<file path="src/rtl/codec_cfg_pkg.sv">
// codec_cfg_pkg: scheduler state encoding and the codec boot table.
package codec_cfg_pkg;
    typedef enum logic [2:0] {
        S_BOOT, S_BWAIT, S_IDLE, S_ISSUE, S_WAIT, S_REPLY, S_FAIL
    } state_t;
    localparam int BOOT_LEN = 9;
    // reset, power, DAC unmute/HPF, DSP fmt, path, out vol, in vol, 48 kHz, activate
    localparam logic [15:0] BOOT_ROM [BOOT_LEN] = '{
        16'h1E00, 16'h0C00, 16'h0A00, 16'h0E53, 16'h0814,
        16'h0579, 16'h0117, 16'h1000, 16'h1201
    };
endpackage

</file>
<file path="src/rtl/rr_arbiter.sv">
// rr_arbiter: combinational round-robin grant, searching upward from ptr+1.
module rr_arbiter #(
    parameter int N  = 2,
    parameter int IW = 1
) (
    input  logic [N-1:0]  req,
    input  logic [IW-1:0] ptr,
    output logic [N-1:0]  grant,
    output logic [IW-1:0] idx
);
    // walk farthest-to-nearest so the closest requester after ptr overwrites last
    always_comb begin
        grant = '0;
        idx   = '0;
        for (int k = N; k >= 1; k--) begin
            if (req[(int'(ptr) + k) % N]) begin
                grant = '0;
                grant[(int'(ptr) + k) % N] = 1'b1;
                idx = IW'((int'(ptr) + k) % N);
            end
        end
    end
endmodule

</file>
<file path="src/rtl/codec_cfg_sched.sv">
// codec_cfg_sched: plays the codec boot table, then round-robins client register
// writes over the I2C word writer with retry on NACK or timeout.
module codec_cfg_sched
    import codec_cfg_pkg::*;
#(
    parameter int NREQ      = 2,
    parameter int MAX_RETRY = 3,
    parameter int TIMEOUT   = 20000,
    parameter int TW        = 15
) (
    input  logic             clock50,
    input  logic             reset_n,
    input  logic [NREQ-1:0]  req_valid,
    input  logic [16*NREQ-1:0] req_word,
    output logic [NREQ-1:0]  req_ready,
    output logic [NREQ-1:0]  req_done,
    output logic [NREQ-1:0]  req_err,
    output logic             cmd_valid,
    output logic [15:0]      cmd_word,
    input  logic             cmd_ready,
    input  logic             rsp_valid,
    input  logic             rsp_nack,
    output logic             boot_done,
    output logic             boot_fail,
    output logic             busy
);
    localparam int IW = NREQ > 1 ? $clog2(NREQ) : 1;
    localparam int RW = MAX_RETRY > 0 ? $clog2(MAX_RETRY + 1) : 1;
    localparam int BW = $clog2(BOOT_LEN);

    state_t          state, n_state;
    logic [BW-1:0]   boot_idx, n_boot_idx;
    logic [RW-1:0]   retry, n_retry;
    logic [IW-1:0]   rr_ptr, n_rr_ptr, g, n_g, gi;
    logic [15:0]     word, n_word;
    logic [TW-1:0]   timer, n_timer;
    logic            err, n_err, n_boot_done, n_boot_fail;
    logic [NREQ-1:0] grant;
    logic            ack, miss, can_retry;

    rr_arbiter #(.N(NREQ), .IW(IW)) u_arb (
        .req(req_valid), .ptr(rr_ptr), .grant(grant), .idx(gi)
    );

    assign ack       = rsp_valid & ~rsp_nack;
    // a response on the timeout edge takes precedence over the timeout
    assign miss      = rsp_valid ? rsp_nack : (timer == TW'(TIMEOUT - 1));
    assign can_retry = retry < RW'(MAX_RETRY);

    assign cmd_valid = reset_n & (state == S_BOOT || state == S_ISSUE);
    assign cmd_word  = cmd_valid ? (state == S_BOOT ? BOOT_ROM[boot_idx] : word) : '0;
    assign busy      = reset_n & (state != S_IDLE);
    assign req_ready = state == S_IDLE ? grant : '0;
    assign req_done  = state == S_REPLY ? NREQ'(1) << g : '0;
    assign req_err   = err ? req_done : '0;

    always_comb begin
        n_state     = state;
        n_boot_idx  = boot_idx;
        n_retry     = retry;
        n_rr_ptr    = rr_ptr;
        n_word      = word;
        n_g         = g;
        n_err       = err;
        n_boot_done = boot_done;
        n_boot_fail = boot_fail;
        n_timer     = (state == S_BWAIT || state == S_WAIT) && timer != '1 ? timer + 1'b1 : timer;
        case (state)
            S_BOOT: if (cmd_ready) begin
                n_state = S_BWAIT;
                n_timer = '0;
            end
            S_BWAIT: if (ack) begin
                if (boot_idx == BW'(BOOT_LEN - 1)) begin
                    n_boot_done = 1'b1;
                    n_state     = S_IDLE;
                end else begin
                    n_boot_idx = boot_idx + 1'b1;
                    n_retry    = '0;
                    n_state    = S_BOOT;
                end
            end else if (miss) begin
                n_retry     = can_retry ? retry + 1'b1 : retry;
                n_boot_fail = !can_retry;
                n_state     = can_retry ? S_BOOT : S_FAIL;
            end
            S_IDLE: if (|grant) begin
                n_word   = req_word[{gi, 4'b0} +: 16];
                n_g      = gi;
                n_rr_ptr = gi;
                n_retry  = '0;
                n_state  = S_ISSUE;
            end
            S_ISSUE: if (cmd_ready) begin
                n_state = S_WAIT;
                n_timer = '0;
            end
            S_WAIT: if (ack) begin
                n_err   = 1'b0;
                n_state = S_REPLY;
            end else if (miss) begin
                n_retry = can_retry ? retry + 1'b1 : retry;
                n_err   = !can_retry;
                n_state = can_retry ? S_ISSUE : S_REPLY;
            end
            S_REPLY: n_state = S_IDLE;
            S_FAIL:  n_state = S_FAIL;
            default: n_state = S_BOOT;
        endcase
    end

    always_ff @(posedge clock50 or negedge reset_n) begin
        if (!reset_n) begin
            state     <= S_BOOT;
            boot_idx  <= '0;
            retry     <= '0;
            rr_ptr    <= IW'(NREQ - 1);
            word      <= '0;
            g         <= '0;
            err       <= 1'b0;
            timer     <= '0;
            boot_done <= 1'b0;
            boot_fail <= 1'b0;
        end else begin
            state     <= n_state;
            boot_idx  <= n_boot_idx;
            retry     <= n_retry;
            rr_ptr    <= n_rr_ptr;
            word      <= n_word;
            g         <= n_g;
            err       <= n_err;
            timer     <= n_timer;
            boot_done <= n_boot_done;
            boot_fail <= n_boot_fail;
        end
    end
endmodule

</file>
<file path="config.mk">
export PLATFORM = sky130hd
export DESIGN_NAME = codec_cfg_sched
export DESIGN_NICKNAME = d
export VERILOG_FILES = /design/src/rtl/codec_cfg_pkg.sv /design/src/rtl/rr_arbiter.sv /design/src/rtl/codec_cfg_sched.sv
export SDC_FILE = /design/constraint.sdc
export NUM_CORES = 1
export LEC_CHECK = 0
export ABC_AREA = 1
export BUFFER_PORTS_ARGS = -buffer_cell sky130_fd_sc_hd__buf_4
export CAP_MARGIN = 15
export CORE_MARGIN = 2
export CORE_UTILIZATION = 40
export DETAILED_ROUTE_END_ITERATION = 16
export GPL_TIMING_DRIVEN = 0
export SETUP_SLACK_MARGIN = 0.3
export SYNTH_ARGS = -nofsm -noshare
export SYNTH_HDL_FRONTEND = slang
export SYNTH_HIERARCHICAL = 1
export SYNTH_SLANG_ARGS = --single-unit
</file>
<file path="constraint.sdc">
create_clock -name clock50 -period 2.75 [get_ports clock50]
set_input_delay 0.4125 -clock clock50 [delete_from_list [all_inputs] [get_ports clock50]]
set_output_delay 0.4125 -clock clock50 [all_outputs]
set_load 0.05 [all_outputs]
</file>
==> results by stage, run 1 <==
Status:
- The flow ran to the end, and the final reports show no timing, DRC or antenna violations.

Final layout:
- Once layout is complete, the cells apart from fillers number between 500 and 600.
- The area overhead of the layout relative to synthesis is 24.87%.
- The proportion of layout cells with a drive suffix above 1 is 0.2348.
- The filler cell count is approximately 740.
- 0 antenna diodes ended up in the layout.
- In the final design database the tool counted 523 nets.

Critical path:
- The slowest stage of the critical path is the dfrtp_1 cell.
- The arrival time at the worst endpoint is 1.93 ns.
- For the worst flop-to-flop path, the logic depth is 7.
- The type of element capturing the critical path is an output port.
- The worst setup path is of the flop to output port kind.
- The startpoint of the worst register-to-register path is boot_idx[0]$_DFFE_PN0P_.
- At the worst endpoint, the required time is approximately 2.3 ns.
- Walking the worst path, the cells encountered are inv_1 -> ha_1 -> o21ai_0 -> a221oi_1 -> buf_4.
- The worst register-to-register path ends at boot_idx[3]$_DFFE_PN0P_.
- The kind of cell with the highest combined delay along the critical path is flip-flops.
- In this run the register-to-register setup slack is 0.92 ns.
- The count of buffering cells on the critical path with inverters included is 2.
- In this design, the stage delay of the slowest critical-path cell is ~0.50 ns.
- The largest fanout on the critical path is 7.
- STA classifies the critical path startpoint as a flop.

STA:
- Static timing analysis puts the maximum clock frequency at 427.7 MHz.
- The final-layout worst hold slack is 0.1176 ns.
- The max-slew violation count is 0.
- The number of hold violations in the final report was 0.
- The worst path setup slack after routing is 0.4119 ns.
- The total negative setup slack is 0 ns.
- The transition time of the tightest slew-check pin is slightly above 0.6 ns.
- The final clock skew is approximately 0.007 ns.
- The headroom to the max-slew limit is 0.5888.
- Setup repair after global routing could not meet its margin everywhere.
- Of the available clock period, the critical path in the final layout requires 0.8502.
- The post-route minimum period is about 2.3 ns.
- The total of endpoints with negative setup slack in the final report is 0.

Hold path:
- The type of the tightest min-delay check is primary input to async pin.

Placed design:
- The congestion estimate from routability-driven global placement came to between 0.8 and 0.9.
- Including well taps, the total number of placed cells is ~570.
- The count of buffers added on input and output ports is 64.
- The HPWL after detailed placement is ~5500 microns.
- The pre-CTS worst setup slack is ~0.47 ns.

Synthesis:
- The cell area that synthesis handed to floorplanning was 0.002948 sq mm.
- For this run, the register share of the synthesized area comes to 0.3824.
- The average size of a mapped cell is approximately 7.3 sq um.
- The number of synthesized register bits is between 40 and 50.
- The number of nets in the synthesized netlist is 452.
- The count of mapped cells out of synthesis is around 410.
- Yosys printed 6 warnings.
- The number of distinct library cells after synthesis is 37.

Clock tree:
- Counting the buffers created by CTS gives 5.
- The CTS tree is built.
- The CTS clock-pin slew for the worst setup and hold paths is 0.08 ns.
- The clock latency on the worst-skew pair is a little under 0.3 ns.
- The number of hold buffers added after CTS is 0.
- The H-tree depth reported by CTS is 2.
- The root buffer selected by CTS is clkbuf_8.
- The number of sinks handled by clock tree synthesis is 45.
- The deepest clock path buffer count is 2.

Power and ir drop:
- In this run the power density over the cells is roughly 950 mW/mm^2.
- The leakage component of the power is 1.797 nW.
- The power after layout is 3.485 mW.
- The worst supply voltage drop on vdd is 504.5 uV.

Drt:
- The detail route stage leaves a number of antenna-violating nets equal to 0.
- The total iterations of the first detailed-routing run is 4.
- The detail-routed via count per cell is between 4 and 5.
- The first routing iteration left roughly 120 violations.
- The routed layout has ~2800 vias.
- The total DRC errors in the routed layout is 0.
- Dividing the detail-routed wire length by the instance count gives approximately 13 microns.
- For this block, the routed nets add up to just over 7000 microns of wire.

Global routing:
- For this run, the total global-route usage over all layers was measured as 0.1901.
- The first global-routing pass estimated ~13000 microns of wire.
- The number of antenna violations at the first check in global routing is 0.
- The total overflow left after global routing is 0.
- The largest net degree at the start of global routing is 48.
- The number of global-route vias before repair is roughly 2800.

Job:
- The number of violations of the max-capacitance limit is 0.

Floorplan:
- The horizontal extent of the die is about 90 microns.
- The initialized floorplan defines 31 standard-cell rows.
- For this configuration, the core starts out at a cell density of 0.4108.
- The area of the die is about 0.0081 sq mm.
- The die is roughly 90 microns tall.
- The area of the core is a little over 0.007 sq mm.
- The number of top-level design ports is 65.
## per-layer routing
metal	global-route usage	vias to the layer above	part of all wire
met5	0	-	0
met4	0.03846	0	0.0066
met3	0.04610	4	0.053
met2	0.3093	77	0.46
met1	0.2600	1315	0.48
li1	-	1449	-
## through the flow
stage / utilization / instance area (sq um)
global route: 0.5130 / 3681
finish: 0.5130 / 3681
floorplan: - / 2969
global placement: 0.4980 / 3573
CTS: 0.5102 / 3661
detailed placement: 0.4980 / 3573
## placed cells by master (no fill, tap or decap), types with 2 or more instances in the layout
| cell type | count |
|---|---|
| a21oi_1 | 26 |
| a221oi_1 | 2 |
| a22oi_1 | 3 |
| buf_2 | 5 |
| buf_4 | 65 |
| buf_6 | 3 |
| clkbuf_1 | 6 |
| clkbuf_8 | 5 |
| dfrtp_1 | 42 |
| dfrtp_2 | 2 |
| ha_1 | 8 |
| inv_1 | 57 |
| inv_2 | 7 |
| mux2i_1 | 8 |
| nand2_1 | 83 |
| nand2_2 | 4 |
| nand3_1 | 25 |
| nand3_2 | 3 |
| nand4_1 | 3 |
| nor2_1 | 43 |
| nor2_2 | 5 |
| nor2_4 | 2 |
| nor3_1 | 7 |
| nor3_2 | 3 |
| o211ai_1 | 9 |
| o21a_1 | 3 |
| o21ai_0 | 25 |
| o21ai_1 | 3 |
| o21bai_1 | 2 |
| or2_2 | 2 |
| xor2_1 | 6 |
## worst reg2reg max path, stage by stage (launching register included)
cell and delay (ns):
dfrtp_1 0.50, inv_1 0.15, ha_1 0.24, nand2_1 0.13, o21ai_0 0.16, nor2_2 0.25, nand4_1 0.14, xor2_1 0.16
## synth_stat cells (all sizes together)
| cell type | number | area, sq um |
|---|---|---|
| buf | 9 | 56.30 |
| o31ai | 1 | 7.510 |
| clkbuf | 3 | 11.26 |
| nand4 | 4 | 31.28 |
| nand3 | 28 | 155.2 |
| a32oi | 1 | 8.760 |
| dfrtp | 44 | 1101 |
| o211ai | 9 | 67.56 |
| a21oi | 28 | 155.2 |
| or2 | 2 | 12.51 |
| nor3 | 10 | 50.05 |
| o21bai | 2 | 15.01 |
| o21a | 3 | 22.52 |
| nand2 | 87 | 331.6 |
| a221oi | 2 | 17.52 |
| ha | 8 | 100.1 |
| o21ai | 29 | 156.4 |
| mux2i | 8 | 80.08 |
| inv | 64 | 240.2 |
| a22oi | 3 | 22.52 |
| o2111ai | 1 | 8.760 |
| a31oi | 1 | 6.260 |
| nor2 | 50 | 205.2 |
| xor2 | 6 | 52.55 |
| dfstp | 1 | 26.28 |
| o22ai | 1 | 6.260 |
## layout make-up
cell class	instances	area, sq um	share of cell area
clock buffer	8	80.08	0.02175
sequential	45	1130	0.3069
multi-input combinational	284	1549	0.4208
timing repair buffer	64	484.2	0.1315
tap	99	123.9	0.03365
inverter	64	240.2	0.06526
buffer	12	73.82	0.02005
## how the worst max path moves through the flow
stage,slack (ns),startpoint,endpoint,depth (start not counted)
floorplan,0.15,state[1]$_DFFE_PN0P_,cmd_word[3],7
CTS,0.30,state[1]$_DFFE_PN0P_,cmd_word[4],7
finish,0.41,boot_idx[0]$_DFFE_PN0P_,cmd_word[0],5
detailed placement,0.47,reset_n,cmd_word[12],6
global placement,0.46,reset_n,cmd_word[11],5
global route,0.27,state[1]$_DFFE_PN0P_,cmd_word[12],8
## logic make-up after synthesis
family / Yosys count / share of synthesized area
simple gates: 181 / 0.2666
buf+inv: 76 / 0.1044
fa+ha+maj: 8 / 0.03396
mux: 8 / 0.02717
compound gates: 81 / 0.1677
xor+xnor: 6 / 0.01783
flops: 45 / 0.3824
## registers in the layout, summed over array words and instances (netlist names)
| signal | flops |
|---|---|
| boot_idx | 4 |
| word | 16 |
| retry | 2 |
| rr_ptr | 1 |
| boot_fail | 1 |
| g | 1 |
| err | 1 |
| boot_done | 1 |
| state | 3 |
| timer | 15 |
## where the power goes
part	switching [mW]	internal, mW	leakage, nW
registers	0.179	0.905	0.552
logic	1.35	0.651	1.21
clock network	0.221	0.181	0.0395
total	1.75	1.74	1.80
## timing repair
action                                 CTS  global route
resized for setup                        3             8
buffers inserted                         0             0
pin swaps                                0             0
setup endpoints to repair               13            14
endpoints found under the hold margin    0             0
Power figures use the tool's default switching activity.
==> run 2: changes to the inputs <==
- CORE_UTILIZATION: 40 -> 30
- SYNTH_HIERARCHICAL: 1 -> not set
==> run 2 against run 1 <==
Against the previous run:
- design area up 1.1%
- critical endpoint is now cmd_word[12]
- sequential share of layout area decreased by 0.35 points
- non-clock buffer count is 1 lower
- total power increased by 6.8%
- highest routed layer unchanged
- synthesized cell count rose by 2.2%
- register-to-register slack got worse by 0.04 ns
- global-route usage is 4.2 points lower
- maximum frequency up 1.9%
- worst setup slack gained 0.044 ns
==> results by stage, run 2 <==
STA:
- The share of the clock period used by the worst path after layout is 0.8340.
- The post-route minimum period is around 2.3 ns.
- Derived from the worst setup path, the maximum achievable clock frequency is approximately 440 MHz.
- The total of endpoints with negative setup slack in the final report is 0.
- The number of hold violations in the final report is 0.
- The worst pin sits at a relative slew slack of 0.5840.
- Setup repair after global routing left no endpoint under its margin.
- At the pin with the least slew margin, the transition time is a little over 0.6 ns.
- The total negative setup slack is 0 ns.
- The max-slew violation count came to 0.
- The final clock skew is ~0.020 ns.

Synthesis:
- Of the total synthesized cell area, the portion taken by full adders, half adders and majority gates is 0.03400.
- The count of mapped cells out of synthesis is about 410.
- The synthesized design contains 45 register bits.
- In the synthesized netlist the async set-or-reset flop fraction comes to 1.000.
- The prevailing post-synth register cell is dfrtp_1.
- Sorting the synthesized cells by area gives the leading types as dfrtp_1, nand2_1, nor2_1.
- A synthesized cell averages just over 7 sq um.
- In the synthesized netlist, the cells that appear most often are nand2_1, nor2_1, dfrtp_1.
- The share of synthesized cell area in and, or, nand and nor gates is 0.3379.
- The cell type with the highest aggregate area in the netlist is dfrtp_1.
- The fraction of the mapped netlist area in compound gates is 0.1330.
- The synthesis warning total is 0.
- The number of distinct library cells after synthesis is 34.
- The most frequently used cell type in the post-synthesis netlist is nand2_1.
- The sequential element share of the synthesized area is 0.3829.
- The number of enable-type register cells in the synthesized netlist is 0.
- The mux share of post-synthesis cell area is 0.
- The dominant combinational cell family by area after synthesis is simple AND/OR/NAND/NOR gates.
- Of the total synthesized cell area, the portion taken by XOR and XNOR cells is 0.02677.
- The synthesized netlist occupies a cell area of slightly below 0.003 sq mm.
- The share of synthesized area in the top cell type comes to 0.3740.
- The synthesized net count is around 460.

Critical path:
- The kind of start point of the critical path is a flop.
- The startpoint-to-endpoint class of the critical path is flop to output port.
- The type of element capturing the critical path is an output port.
- The arrival time at the worst endpoint is between 1.5 and 2 ns.
- The endpoint required time on the critical path is 2.34 ns.
- In this run the worst path has a maximum fanout of 6.

Floorplan:
- The height of the die is a little over 100 microns.
- The floorplan step set the die width to 103.1 microns.
- The initial standard-cell utilization of the core is 0.3054.
- In this run the standard cell core region covers just under 0.01 sq mm.
- The number of top-level design ports is 65.
- Row generation in the floorplan step produced 36 rows.
- The area of the die is 0.01062 sq mm.

Final layout:
- In the final layout, the registers with the most flip-flops are word x16, timer x15, boot_idx x4.
- The layout has about 1100 filler cells.
- The final cell count without fillers is just over 600.
- The top cell types in the final layout, fill and taps aside, are nand2_1, buf_4, nor2_1.
- The area growth from synthesis to layout is 26.35%.
- The count of antenna diodes in the layout is 0.
- In the final design database the tool counted roughly 530 nets.
- The register with the most flip-flops in the layout has 16 of them.
- The library cell used most frequently in the layout, excluding fill and tap cells, is nand2_1.
- The proportion of layout cells with a drive suffix above 1 is 0.2351.
- The register with the most flip-flops is word.

Drt:
- Using the TritonRoute via totals, the vias-per-cell ratio works out to roughly 4.6.
- The total iterations of the first detailed-routing run is 4.
- The highest layer touched by signal routing is met4.
- After detailed routing, the average wire length per cell comes to 11.75 microns.
- The via count is 2843.
- The initial detailed-routing violation count is approximately 140.
- The routed length on met1 is ~3300 microns.
- The routed design uses 430 microns of met3 wire.
- For this run, design rule violations remaining after detail routing come to 0.
- The number of nets still failing antenna checks after routing is 0.
- The total detailed-routing wirelength is between 7000 and 8000 microns.
- The total met2 wirelength after detailed routing is ~3400 microns.

Power and ir drop:
- Cell internal power was estimated by the tool at 1.821 mW.
- The fraction of power consumed by combinational cells is 0.588.
- Of the total power, the clock network draws 0.117.
- In this run the power spent charging and discharging nets is approximately 1.9 mW.
- Of the total power, the share spent switching nets is 0.5107.
- For this design the static power due to leakage is between 1.5 and 2 nW.
- Across the VDD grid, the largest voltage drop is between 500 and 600 uV.
- The power density of the placed cells is about 1000 mW/mm^2.
- The sequential power share is 0.295.

Job:
- The tool flagged a number of max-cap violations equal to 0.

Global routing:
- Summed over all layers, the global routing overflow is 0.
- The largest net degree at the start of global routing is 48.
- Across every metal layer, demand over resource in global routing totals 0.1477.
- The number of antenna violations at the first check in global routing is 0.
- The global-route wire length before repair is roughly 13000 microns.
- The number of global-route vias before repair was roughly 2800.

Clock tree:
- The number of CTS-inserted buffers is 5.
- CTS saw between 40 and 50 sinks.
- Buffers inserted to repair hold after CTS numbered 0.
- The deepest clock path buffer count is 2.
- The clock tree synthesis step divided the H-tree into 2 levels.
- The clock latency on the worst-skew pair is 0.30 ns.
- The CTS tree is built.
- The CTS clock-pin slew for the worst setup and hold paths is 0.10 ns.
- The root buffer selected by CTS is clkbuf_8.
- The number of buffers inserted to repair setup after CTS is 0.

Placed design:
- The count of input and output buffers is 63.
- Summed over all nets, the half-perimeter wirelength after detailed placement is ~5700 microns.
- The number of cells in the design after placement is 610.
- The placer's final routability congestion estimate is a little under 0.9.

Status:
- The flow ran to the end, and the final reports show no timing, DRC or antenna violations.

Hold path:
- The type of the tightest min-delay check is primary input to async pin.
-- run 2: cell count changes in the layout (fill, tap and decap cells not counted), sizes merged, moves of 16 or more --
| cell | before | now |
|---|---|---|
| a31oi | 1 | 17 |
| nand2 | 87 | 104 |
| inv | 64 | 48 |
| nor2 | 50 | 68 |
-- run 2: worst paths after layout --
path	start	end	slack, ns	cells after the start
worst max-delay path	state[2]$_DFFE_PN0P_	cmd_word[12]	0.46	8
worst min-delay path	reset_n	timer[7]$_DFF_PN0_	0.13	1
worst max register to register	boot_idx[0]$_DFFE_PN0P_	boot_idx[3]$_DFFE_PN0P_	0.88	7
worst min register to register	boot_done$_DFFE_PN0P_	boot_done$_DFFE_PN0P_	0.49	2
max in group asynchronous	reset_n	state[0]$_DFFE_PN0P_	2.17	1
min in group clock50	cmd_ready	timer[11]$_DFF_PN0_	0.35	2
-- run 2: kinds of logic (layout without fill, tap and decap cells) --
| logic type | after synthesis | after routing |
|---|---|---|
| DFF | 45 | 45 |
| adders and majority gates | 8 | 8 |
| buffers and inverters | 60 | 131 |
| xor gates and xnor gates | 9 | 9 |
| and+or+nand+nor | 225 | 225 |
| AOI/OAI and AO/OA | 67 | 67 |
-- run 2: metrics by stage --
stage	hold WS (ns)	setup slack, ns	util	area, sq um	total power, mW
floorplan	0.1169	0.3400	-	2958	2.676
global placement	0.4553	0.5453	0.3732	3597	3.240
detailed placement	0.4597	0.5373	0.3732	3597	3.268
CTS	0.1445	0.3230	0.3837	3699	3.728
global route	0.1578	0.3043	0.3859	3720	4.053
finish	0.1289	0.4564	0.3859	3720	3.721
-- run 2: critical path, stage by stage (launching register included) --
cell	delay (ns)
dfrtp_1	0.46
inv_2	0.14
nand3_1	0.13
nand2_2	0.15
nand2_1	0.11
inv_2	0.13
o21ai_1	0.10
a31oi_2	0.14
buf_4	0.22
-- run 2: cell type report --
type | count | area, sq um | area share
flip-flops and latches | 45 | 1129 | 0.3034
clock inverters | 1 | 7.507 | 0.002018
multi-input cells | 309 | 1597 | 0.4292
well taps | 133 | 166.4 | 0.04474
clock buffers | 7 | 86.33 | 0.02321
plain buffers | 12 | 73.82 | 0.01985
inverters | 48 | 180.2 | 0.04844
repair buffers | 63 | 480.5 | 0.1292
-- run 2: repair_timing --
action | CTS | global route
endpoints found under the setup margin | 5 | 16
gates resized for setup | 2 | 8
pin swaps | 0 | 0
-- run 2: power groups by stage --
stage | combinational [mW] | clock, mW | sequential (mW)
finish | 2.19 | 0.434 | 1.10
global route | 2.44 | 0.480 | 1.14
CTS | 2.19 | 0.451 | 1.09
detailed placement | 2.17 | 0 | 1.10
global placement | 2.15 | 0 | 1.09
floorplan | 1.59 | 0 | 1.08
-- run 2: routing by layer --
metal  up-vias  GRT usage
met5         -          0
met4         0    0.02935
met3         4    0.03729
met2        73     0.2577
met1      1279     0.1857
li1       1487          -
==> run 3: changes to the inputs <==
- ABC_AREA: 1 -> 0
- clock period: 2.75 -> 2.16 ns (I/O delays scaled with it)
==> run 3 against run 2 <==
Against the previous run:
- clock skew shrank 0.0088 ns
- the flow now finishes with violations (negative setup slack)
- total power grew 77%
- design area grew 28%
- highest routed layer unchanged
- die area shrank 4.3%
- routed wire length grew 21%
- area after synthesis shrank 4.4%
- first-iteration DRC count shrank 13%
- combinational power grew 110%
- synthesized cell count shrank 21%
- non-clock buffer count grew 51
- global-route usage grew 2.3 points
- clock-buffer cell count is the same
==> results by stage, run 3 <==
Critical path:
- The kind of start point of the critical path is a flop.
- Setup slack on the worst reg-to-reg path comes out at about 0.16 ns.
- The largest fanout on the critical path is 6.
- The arrival time at the worst endpoint is a little over 2 ns.
- The worst stage delay on the critical path is between 0.4 and 0.5 ns.
- The endpoint required time on the critical path is 1.84 ns.
- The critical path is of the flop to output port type.
- The kind of cell adding the most delay to the critical path is buffers and inverters.
- The largest individual stage delay along the critical path comes from the cell dfrtp_1.
- The type of element capturing the critical path is an output port.
- The cell repeated most along the worst path is buf_6.
- The count of buffering cells on the critical path with inverters included is 4.
- Traced cell by cell, the critical path runs through buf_6 -> or3_4 -> clkbuf_16 -> buf_4 -> a2111oi_4 -> nor3_4 -> buf_6.

Drt:
- For this block, the routed nets add up to between 8000 and 9000 microns of wire.
- The number of nets still failing antenna checks after routing is 0.
- The detailed router placed 2854 vias in this run.
- Dividing the detail-routed via count by the number of cells gives ~5.2.
- The total DRC errors in the routed layout is 0.
- The total iterations of the first detailed-routing run is 4.
- The average routed wire per standard cell is 15.99 microns.
- The initial detailed-routing violation count is approximately 120.

Placed design:
- Routability-driven placement finished with a final weighted congestion of about 0.83.
- The count of input and output buffers is 64.
- The placed cell area is between 0.003 and 0.004 sq mm.
- The detailed placement HPWL is roughly 5700 microns.

Clock tree:
- The CTS tree is built.
- No sink is reached through more buffers than the 2 on the longest clock path.
- Clock tree synthesis found a total of 45 sinks.
- The clock latency on the worst-skew pair is ~0.31 ns.
- The root buffer selected by CTS is clkbuf_8.
- The CTS clock-pin slew for the worst setup and hold paths is roughly 0.10 ns.
- In this run, CTS created clock tree buffers numbering 5.
- The H-tree depth reported by CTS is 2.

Power and ir drop:
- The fraction of power consumed by combinational cells is 0.688.
- Of the total power, the clock network draws 0.106.
- The completed layout was analyzed and its total power is approximately 6.6 mW.
- Internal power comes to ~3.6 mW.
- Power spread over the standard cell area amounts to approximately 1400 mW/mm^2.
- Of the total power, the share spent switching nets is 0.4498.
- VDD sags by at most about 550 uV.
- For this design the static power due to leakage is between 2 and 2.5 nW.
- The sequential power share is 0.206.
- The total net switching power is 2.959 mW.

Synthesis:
- The area share of the largest cell type after synthesis is 0.3913.
- The dominant combinational cell family by area after synthesis is simple AND/OR/NAND/NOR gates.
- Ranked by total cell area, the synthesized netlist is headed by dfrtp_1, nor2_1, a21oi_1.
- The mux share of post-synthesis cell area is 0.06492.
- Among all flip-flop cells after synthesis, the most frequent one is dfrtp_1.
- The most frequently used cell type in the post-synthesis netlist is nor2_1.
- In the synthesized netlist the async set-or-reset flop fraction comes to 1.000.
- The fraction of the mapped netlist area in compound gates is 0.1361.
- A synthesized cell averages 8.632 sq um.
- In the synthesized netlist, the cells that appear most often are nor2_1, dfrtp_1, a21oi_1.
- The number of synthesized register bits is 45.
- The sequential element share of the synthesized area is 0.4006.
- For this run, the number of Yosys warnings is 0.
- Yosys mapped a number of flops with a built-in enable equal to 0.
- The number of different library cells used by synthesis comes to 55.
- Counting every net in the synthesized netlist gives 373.
- Of the total synthesized cell area, the portion taken by full adders, half adders and majority gates is 0.03557.
- Of the total synthesized cell area, the portion taken by AND, OR, NAND and NOR gates is 0.2743.
- The cell type with the highest aggregate area in the netlist is dfrtp_1.
- The count of mapped cells out of synthesis is 326.
- Of the total synthesized cell area, the portion taken by XOR and XNOR cells is 0.04624.
- The combined area of all synthesized cells is 0.002814 sq mm.

STA:
- For the pin with the worst max-slew slack, the measured transition is roughly 0.62 ns.
- The total of endpoints with negative setup slack in the final report is 19.
- In the post-route analysis, the smallest setup slack over all paths is -0.1803 ns.
- The smallest clock period supported by the final layout is computed as about 2.3 ns.
- Dividing the final minimum period by the clock period gives 1.083.
- Across the routed clock network, the largest skew measured is ~0.011 ns.
- Measured against its own limit, the worst slew margin works out to 0.5849.
- The highest clock frequency the design can meet is roughly 430 MHz.
- Setup repair after global routing could not meet its margin everywhere.
- The max-slew violation count was 0.
- The number of hold violations in the final report is 0.
- For the final routed database, the setup TNS stands at -2.085 ns.

Floorplan:
- The row count is 35.
- The die covers a little over 0.01 sq mm.
- For this configuration, the core starts out at a cell density of 0.3075.
- The number of top-level design ports is 65.
- The height of the die is around 100 microns.
- The total area inside the core boundary comes to 0.009153 sq mm.
- From left edge to right edge, the die measures 100.9 microns.

Global routing:
- The largest net degree at the start of global routing is 48.
- Global routing finished with a remaining overflow of 0.
- The number of antenna violations at the first check in global routing is 0.
- Across every metal layer, demand over resource in global routing totals 0.1712.
- The global-route wire length before repair is 13900 microns.
- The number of global-route vias before repair is between 2000 and 3000.

Status:
- The run finished, with violations left.
- The final reports fail on negative setup slack.

Final layout:
- The area growth from synthesis to layout is 69.68%.
- Leaving out fill and tap cells, the most frequent cell in the layout is buf_4.
- The layout has 799 filler cells.
- The register with the most flip-flops is word.
- The final layout contains approximately 500 nets.
- The register with the most flip-flops in the layout has 16 of them.
- The proportion of layout cells with a drive suffix above 1 is 0.4955.
- The largest registers in the layout are word x16, timer x15, boot_idx x4.
- In the layout the commonest cells are buf_4, nor2_1, dfrtp_1.
- The summed area of non-filler cells in the final layout is roughly 0.0048 sq mm.
- 0 antenna diodes ended up in the layout.

Hold path:
- The path class of the tightest hold or removal check is primary input to async pin.

Job:
- The tool flagged a number of max-cap violations equal to 0.
[run 3: cell types whose count changed in the layout (fill, tap and decap cells not counted), sizes merged, moves of 10 or more]
cell,change
nand3,-26
clkbuf,+10
nand2,-83
a21oi,+13
nor2,-15
buf,+41
inv,-43
o21ai,-14
a31oi,-15
mux2i,+16
[run 3: final cells by class]
type	instances	area (sq um)	share of cell area
Multi-Input combinational cell	254	2105	0.4408
Sequential cell	45	1130	0.2366
Timing Repair Buffer	106	1036	0.2170
Buffer	20	210.2	0.04403
Tap cell	111	138.9	0.02909
Clock buffer	7	86.33	0.01808
Inverter	7	38.79	0.008124
Clock inverter	1	30.03	0.006289
[run 3: power by group through the flow]
stage               sequential [mW]  clock (mW)  combinational [mW]
finish                         1.36       0.694                4.53
global route                   1.39       0.738                4.82
CTS                            1.35       0.702                3.85
detailed placement             1.36           0                3.01
global placement               1.36           0                2.97
floorplan                      1.32           0                2.34
[run 3: worst paths after layout]
| path | from | to | depth (start not counted) |
|---|---|---|---|
| max in group asynchronous | reset_n | boot_idx[1]$_DFFE_PN0P_ | 1 |
| worst min-delay path | reset_n | word[4]$_DFFE_PN0P_ | 1 |
| worst max register to register | state[0]$_DFFE_PN0P_ | timer[6]$_DFF_PN0_ | 8 |
| worst max-delay path | state[1]$_DFFE_PN0P_ | cmd_word[12] | 7 |
| worst min register to register | boot_done$_DFFE_PN0P_ | boot_done$_DFFE_PN0P_ | 1 |
| min in group clock50 | req_word[11] | word[11]$_DFFE_PN0P_ | 3 |
[run 3: what timing repair did]
item                       in CTS  in global routing
buffers inserted               21                 18
hold endpoints to repair        0                  0
setup endpoints to repair      48                 52
hold buffers                    0                  0
cloned                          3                  0
gates resized for setup        77                 66
pin swaps                      14                 31
[run 3: layer usage]
layer	track usage	part of all wire
met5	0	0
met4	0.05058	0.0093
met3	0.02011	0.028
met2	0.2867	0.52
met1	0.2324	0.45
[run 3: stage by stage]
step | instances | setup WS [ns] | hold slack (ns) | utilization
after floorplan | 326 | 0.1909 | 0.02841 | -
after global placement | 501 | -0.03850 | 0.3771 | 0.4085
after detailed placement | 501 | -0.06464 | 0.3807 | 0.4085
after CTS | 533 | -0.1717 | 0.04842 | 0.4779
after global routing | 551 | -0.2470 | 0.07312 | 0.5217
final | 551 | -0.1803 | 0.03301 | 0.5217
[run 3: cells by family after synthesis]
kind of cell,count (synthesis)
simple gates,151
compound gates,63
flops,45
buf+inv,27
mux,18
xor+xnor,14
fa+ha+maj,8
